===== config.mk =====
export PLATFORM = sky130hd
export DESIGN_NAME = adc_spi_sampler_flat
export DESIGN_NICKNAME = d
export VERILOG_FILES = /design/src/rtl/adc_spi_sampler_if.sv /design/src/rtl/adc_spi_sampler.sv /design/src/flat_wrapper.sv
export SDC_FILE = /design/constraint.sdc
export NUM_CORES = 1
export LEC_CHECK = 0
export BUFFER_PORTS_ARGS = -buffer_cell sky130_fd_sc_hd__clkbuf_2
export CAP_MARGIN = 25
export CORE_ASPECT_RATIO = 0.5
export CORE_UTILIZATION = 34
export CTS_CLUSTER_DIAMETER = 30
export CTS_CLUSTER_SIZE = 8
export DETAILED_ROUTE_END_ITERATION = 6
export MAX_ROUTING_LAYER = met4
export SETUP_SLACK_MARGIN = 0.02
export SLEW_MARGIN = 10
export SYNTH_ARGS = -nofsm -noshare
export SYNTH_HDL_FRONTEND = slang
export SYNTH_SLANG_ARGS = --single-unit
export TNS_END_PERCENT = 100

===== constraint.sdc =====
create_clock -name clk -period 4.4 [get_ports clk]
set_clock_uncertainty 0.2 [all_clocks]
set_input_delay 0.22 -clock clk [delete_from_list [all_inputs] [get_ports clk]]
set_output_delay 0.22 -clock clk [all_outputs]
set_load 0.05 [all_outputs]

===== src/rtl/adc_spi_sampler_if.sv =====
// Sample/SPI bundle between the ADC sampler (master) and its consumers (slave).
interface adc_spi_sampler_if;
  logic       en;
  logic [3:0] channel;
  logic       new_sample;
  logic [9:0] sample;
  logic [3:0] sample_channel;
  logic       spi_cs_n;
  logic       spi_sck;
  logic       spi_mosi;
  logic       spi_miso;

  modport master (
    input  en, channel, spi_miso,
    output new_sample, sample, sample_channel, spi_cs_n, spi_sck, spi_mosi
  );

  modport slave (
    output en, channel, spi_miso,
    input  new_sample, sample, sample_channel, spi_cs_n, spi_sck, spi_mosi
  );
endinterface


===== src/rtl/adc_spi_sampler.sv =====
// Free-running SPI master for a 10-bit ADC. Each frame is 17 SCLK periods
// (mode 0). A one-cycle strobe publishes the result and its channel.
module adc_spi_sampler #(
  parameter int CLK_DIV     = 4,  // clk cycles per SCLK half-period
  parameter int IDLE_CYCLES = 8   // cs_n-high cycles in IDLE between frames
) (
  input  logic              clk,
  input  logic              rst,  // async, active low
  adc_spi_sampler_if.master bus
);
  localparam int DW = $clog2(CLK_DIV);
  localparam int IW = $clog2(IDLE_CYCLES + 1);

  typedef enum logic [1:0] {S_IDLE, S_SHIFT, S_DONE} state_t;

  state_t          r_state, w_next;
  logic [IW-1:0]   r_idle;
  logic [DW-1:0]   r_div;
  logic [4:0]      r_bit;      // current frame bit, 1..17
  logic [3:0]      r_ch_q;
  logic [9:0]      r_sr;
  logic            r_sck, r_cs_n, r_mosi, r_new_sample;
  logic [9:0]      r_sample;
  logic [3:0]      r_sample_ch;
  logic            w_half_end, w_idle_done, w_start, w_rise, w_fall;

  // Command word: start, single-ended, channel MSB first, then zeros.
  function automatic logic cmd_bit(input logic [4:0] k, input logic [3:0] ch);
    case (k)
      5'd1, 5'd2: cmd_bit = 1'b1;
      5'd3:       cmd_bit = ch[3];
      5'd4:       cmd_bit = ch[2];
      5'd5:       cmd_bit = ch[1];
      5'd6:       cmd_bit = ch[0];
      default:    cmd_bit = 1'b0;
    endcase
  endfunction

  // Next state plus the per-cycle events that drive the datapath.
  always_comb begin
    w_next      = r_state;
    w_start     = 1'b0;
    w_rise      = 1'b0;
    w_fall      = 1'b0;
    w_half_end  = (r_div == DW'(CLK_DIV - 1));
    w_idle_done = (r_idle == IW'(IDLE_CYCLES - 1));
    case (r_state)
      S_IDLE: if (w_idle_done && bus.en) begin
        w_start = 1'b1;
        w_next  = S_SHIFT;
      end
      S_SHIFT: if (w_half_end) begin
        if (!r_sck) w_rise = 1'b1;
        else begin
          w_fall = 1'b1;
          if (r_bit == 5'd17) w_next = S_DONE;
        end
      end
      S_DONE:  w_next = S_IDLE;
      default: w_next = S_IDLE;
    endcase
  end

  // State register.
  always_ff @(posedge clk or negedge rst) begin
    if (!rst) r_state <= S_IDLE;
    else      r_state <= w_next;
  end

  // Counters, shift register and registered outputs.
  always_ff @(posedge clk or negedge rst) begin
    if (!rst) begin
      r_idle       <= '0;
      r_div        <= '0;
      r_bit        <= '0;
      r_ch_q       <= '0;
      r_sr         <= '0;
      r_sck        <= 1'b0;
      r_cs_n       <= 1'b1;
      r_mosi       <= 1'b0;
      r_new_sample <= 1'b0;
      r_sample     <= '0;
      r_sample_ch  <= '0;
    end else begin
      r_new_sample <= 1'b0;
      // idle count restarts whenever we leave IDLE; saturates while en=0
      if (r_state != S_IDLE)  r_idle <= '0;
      else if (!w_idle_done)  r_idle <= r_idle + IW'(1);
      if (r_state == S_SHIFT && !w_half_end) r_div <= r_div + DW'(1);
      else                                   r_div <= '0;
      if (w_start) begin
        r_ch_q <= bus.channel;
        r_cs_n <= 1'b0;
        r_mosi <= 1'b1;
        r_bit  <= 5'd1;
        r_sck  <= 1'b0;
      end
      if (w_rise) begin
        r_sck <= 1'b1;
        // bit 7 is the ADC null bit; data is bits 8..17
        if (r_bit >= 5'd8) r_sr <= {r_sr[8:0], bus.spi_miso};
      end
      if (w_fall) begin
        r_sck <= 1'b0;
        if (r_bit == 5'd17) begin
          r_cs_n       <= 1'b1;
          r_mosi       <= 1'b0;
          r_sample     <= r_sr;
          r_sample_ch  <= r_ch_q;
          r_new_sample <= 1'b1;
        end else begin
          r_bit  <= r_bit + 5'd1;
          r_mosi <= cmd_bit(r_bit + 5'd1, r_ch_q);
        end
      end
    end
  end

  assign bus.new_sample     = r_new_sample;
  assign bus.sample         = r_sample;
  assign bus.sample_channel = r_sample_ch;
  assign bus.spi_cs_n       = r_cs_n;
  assign bus.spi_sck        = r_sck;
  assign bus.spi_mosi       = r_mosi;
endmodule

===== src/flat_wrapper.sv =====
// flat-port wrapper written by rule: the top's interface ports become plain ports
module adc_spi_sampler_flat 
#(
  parameter int CLK_DIV     = 4,                                    
  parameter int IDLE_CYCLES = 8                                             
)
  (clk, rst, bus_en, bus_channel, bus_spi_miso, bus_new_sample, bus_sample, bus_sample_channel, bus_spi_cs_n, bus_spi_sck, bus_spi_mosi);
  adc_spi_sampler_if bus_i ();
  input  logic clk;
  input  logic rst;
  input wire logic [$bits(bus_i.en)-1:0] bus_en;
  input wire logic [$bits(bus_i.channel)-1:0] bus_channel;
  input wire logic [$bits(bus_i.spi_miso)-1:0] bus_spi_miso;
  output wire logic [$bits(bus_i.new_sample)-1:0] bus_new_sample;
  output wire logic [$bits(bus_i.sample)-1:0] bus_sample;
  output wire logic [$bits(bus_i.sample_channel)-1:0] bus_sample_channel;
  output wire logic [$bits(bus_i.spi_cs_n)-1:0] bus_spi_cs_n;
  output wire logic [$bits(bus_i.spi_sck)-1:0] bus_spi_sck;
  output wire logic [$bits(bus_i.spi_mosi)-1:0] bus_spi_mosi;
  assign bus_i.en = bus_en;
  assign bus_i.channel = bus_channel;
  assign bus_i.spi_miso = bus_spi_miso;
  assign bus_new_sample = bus_i.new_sample;
  assign bus_sample = bus_i.sample;
  assign bus_sample_channel = bus_i.sample_channel;
  assign bus_spi_cs_n = bus_i.spi_cs_n;
  assign bus_spi_sck = bus_i.spi_sck;
  assign bus_spi_mosi = bus_i.spi_mosi;
  adc_spi_sampler #(.CLK_DIV(CLK_DIV), .IDLE_CYCLES(IDLE_CYCLES)) u_core (.clk(clk), .rst(rst), .bus(bus_i));
endmodule

==> metrics.md <==
| Metric | Value |
|---|---|
| Largest area contributor in the netlist | `dfrtp_1` |
| Synth Flop Type | `dfrtp_1` |
| Worst-path clk slew | `60 ps` |
| Mapped cell area | `1980 um^2` |
| Slew HR | `68.5%` |
| DR vias | `1,378` |
| Synth Net Count | `193` |
| Synth top area cells | `dfrtp_1 (56%), nand2_1 (9.3%), mux2_2 (8.0%), ha_1 (4.4%), nor3_1 (2.0%)` |
| Num rows | `19` |
| Synth async-reset ratio | `100%` |
| Top cells by count, synth | `nand2_1 (49), dfrtp_1 (44), mux2_2 (14)` |
| Clk root buf | `clkbuf_16` |
| Die area | `6140 um^2` |
| Power Total | `0.900 mW` |
| Gpl congestion | `0.785` |
| Yosys top cell area share | `55.7%` |
| Initial antenna violation count | `0` |
| R2R cell count | `7` |
| Post-DP HPWL | `2.49 mm` |
| Tot GR Track Use | `14.3%` |
| CP required | `4430 ps` |
| Synthesized flop and latch total | `45` |
| Sink Count | `45` |
| Startpoint types | `register` |
| HP Class | `input port to asynchronous set/reset pin` |
| Core box area | `5540 um^2` |
| Cells after Synth | `178` |
| I/O pin total | `26` |
| Post_cts resized | `0` |
| CTS tree | `done` |
| Layout area overhead | `21.0%` |
| Status | `finished clean` |
| Power per cell area | `376 nW/um^2` |
| Final Setup Violations | `0` |
| Vias per cell | `4.84` |
| Number of synthesis warnings | `0` |
| Reg area | `1130 um^2` |
| Max-Cap Viols | `0` |
| Syn Area/Cell | `11.1 um^2` |
| H-tree depth | `2` |
| R2R Setup Slk | `2320 ps` |
| Fin. max-slew vios | `0` |
| Top-count cell post-synth | `nand2_1` |
| N_diodes | `0` |
| Crit end category | `register` |
| Die Y | `55.9 um` |
| DRT iter0 DRCs | `53` |
| Clock latency on the worst-skew pair | `280 ps` |
| First-pass GRT wire length | `6.49 mm` |
| Largest net degree at the start of global routing | `30` |
| Routed len/inst | `12.8 um` |
| Number of synthesized flops with an enable pin | `0` |
| Starting density of the core | `35.7%` |
| Measured slew at the worst slew-check pin | `471 ps` |
| Crit Path Class | `register to register` |
| CTS max path bufs | `2` |
| RSZ-0062 raised after global routing | `false` |
| Final Hold Viols | `0` |
| Gr ovfl total | `0` |
| Nets@finish | `226` |
| Fill cell count | `520` |
| Final min period | `2080 ps` |
| Routed Antenna Nets | `0` |
| Tcrit/Tclk final | `47.3%` |
| CP max FO | `17` |
| Cts bufs inserted | `5` |
| Setup TNS | `0 ps` |
| F_max | `0.480 GHz` |
| # port buffers | `25` |
| Vias in the first global route | `1,400` |
| Leak | `1.22 nW` |
| Sequential share of the synthesized area | `57.0%` |
| Die width | `110 um` |
| Multi-input logic area | `793 um^2` |
| Setup Buffers After CTS | `0` |
| Post-route DRC violation count | `0` |
| Maximum VDD drop | `0.178 mV` |
| Data arrival time of the critical path | `2110 ps` |
| Netlist cell types | `37` |
| First-pass DRT Iterations | `4` |
| Final wirelength | `3.65 mm` |
| Layout cells sized above 1 | `25.5%` |
==> metal layers <==
layer  vias to the layer above  track usage (%)  wire, um  part of all wire, %
met1                       684             18.4      1800                   49
met2                        17             21.8      1680                   46
met3                         7             3.28       110                  3.0
met5                         -                -         0                    0
met4                         0             6.10        54                  1.5
li1                        670                -         -                    -
==> stage by stage <==
stage	util, %	setup WS, ps	instance area [um^2]	hold WS (ps)	instances
detailed placement	39.3	2310	2180	-1.44	271
floorplan	-	2620	1980	-276	178
global route	43.2	2130	2390	256	285
CTS	43.2	2280	2390	235	285
finish	43.2	2320	2390	213	285
global placement	38.9	2360	2160	234	270
==> layout make-up <==
class                           instances  area share, %
Sequential cell                        45           47.1
Inverter                                5          0.785
Timing Repair Buffer                   32           8.58
Clock inverter                          2          0.732
Multi-Input combinational cell        122           33.2
Tap cell                               73           3.82
Clock buffer                            6           5.81
==> final timing paths <==
check / startpoint / endpoint
worst max-delay path: u_core.r_bit[1]$_DFF_PN0_ / u_core.bus.sample[6]$_DFFE_PN0P_
worst min-delay path: rst / u_core.r_bit[3]$_DFF_PN0_
worst max register to register: u_core.r_bit[1]$_DFF_PN0_ / u_core.bus.sample[6]$_DFFE_PN0P_
worst min register to register: u_core.r_div[0]$_DFF_PN0_ / u_core.r_div[0]$_DFF_PN0_
max in group asynchronous: rst / u_core.bus.spi_sck$_DFFE_PN0P_
min in group clk: u_core.r_div[0]$_DFF_PN0_ / u_core.r_div[0]$_DFF_PN0_
==> worst max-delay path, cell delays in order, from the launching register on <==
cell and delay, ps:
dfrtp_1 460, inv_1 110, ha_1 220, and4bb_2 310, nand2_2 240, inv_2 310
nand2_1 100, nand2_1 60
==> repair_timing <==
| item | in CTS | in global routing |
|---|---|---|
| setup endpoints to repair | 0 | 0 |
| hold buffers | 6 | 0 |
| hold endpoints to repair | 20 | 0 |
==> placed cells by master (no fill, tap or decap), types with 2 or more instances in the layout <==
cell type | synthesis | final
inv_1 | 4 | 4
a22o_1 | 3 | 3
a21oi_1 | 3 | 3
dlygate4sd3_1 | 0 | 6
nor3_1 | 8 | 8
nor2_1 | 4 | 4
o21ai_0 | 6 | 6
mux2_2 | 14 | 14
clkbuf_2 | 0 | 25
clkbuf_16 | 0 | 5
ha_1 | 7 | 7
nand3_1 | 5 | 5
xor2_1 | 3 | 3
dfrtp_1 | 44 | 44
nor3b_1 | 2 | 2
nand2_1 | 49 | 49
==> where the power goes <==
part           switching [mW]  internal (mW)
Clock                   0.160          0.229
Sequential             0.0141          0.430
Combinational          0.0395         0.0271
==> state kept, by name, summed over array words and instances, names as in the netlist <==
name / count
u_core.r_idle: 4
u_core.r_bit: 5
u_core.bus.sample_channel: 4
u_core.bus.sample: 10
u_core.bus.spi_mosi: 1
u_core.bus.new_sample: 1
u_core.bus.spi_cs_n: 1
u_core.bus.spi_sck: 1
u_core.r_state: 2
u_core.r_div: 2
u_core.r_sr: 10
u_core.r_ch_q: 4
==> cells by family (layout without fill, tap and decap cells) <==
| kind of cell | count (synthesis) | after routing | share of synthesized area, % |
|---|---|---|---|
| compound gates | 17 | 17 | 5.63 |
| xor+xnor | 4 | 4 | 1.77 |
| fa+ha+maj | 7 | 7 | 4.43 |
| buf+inv | 11 | 45 | 2.85 |
| flops | 45 | 45 | 57.0 |
| mux | 15 | 15 | 8.48 |
| simple gates | 79 | 79 | 19.8 |
Note: power is estimated with default switching activity, not from simulation.
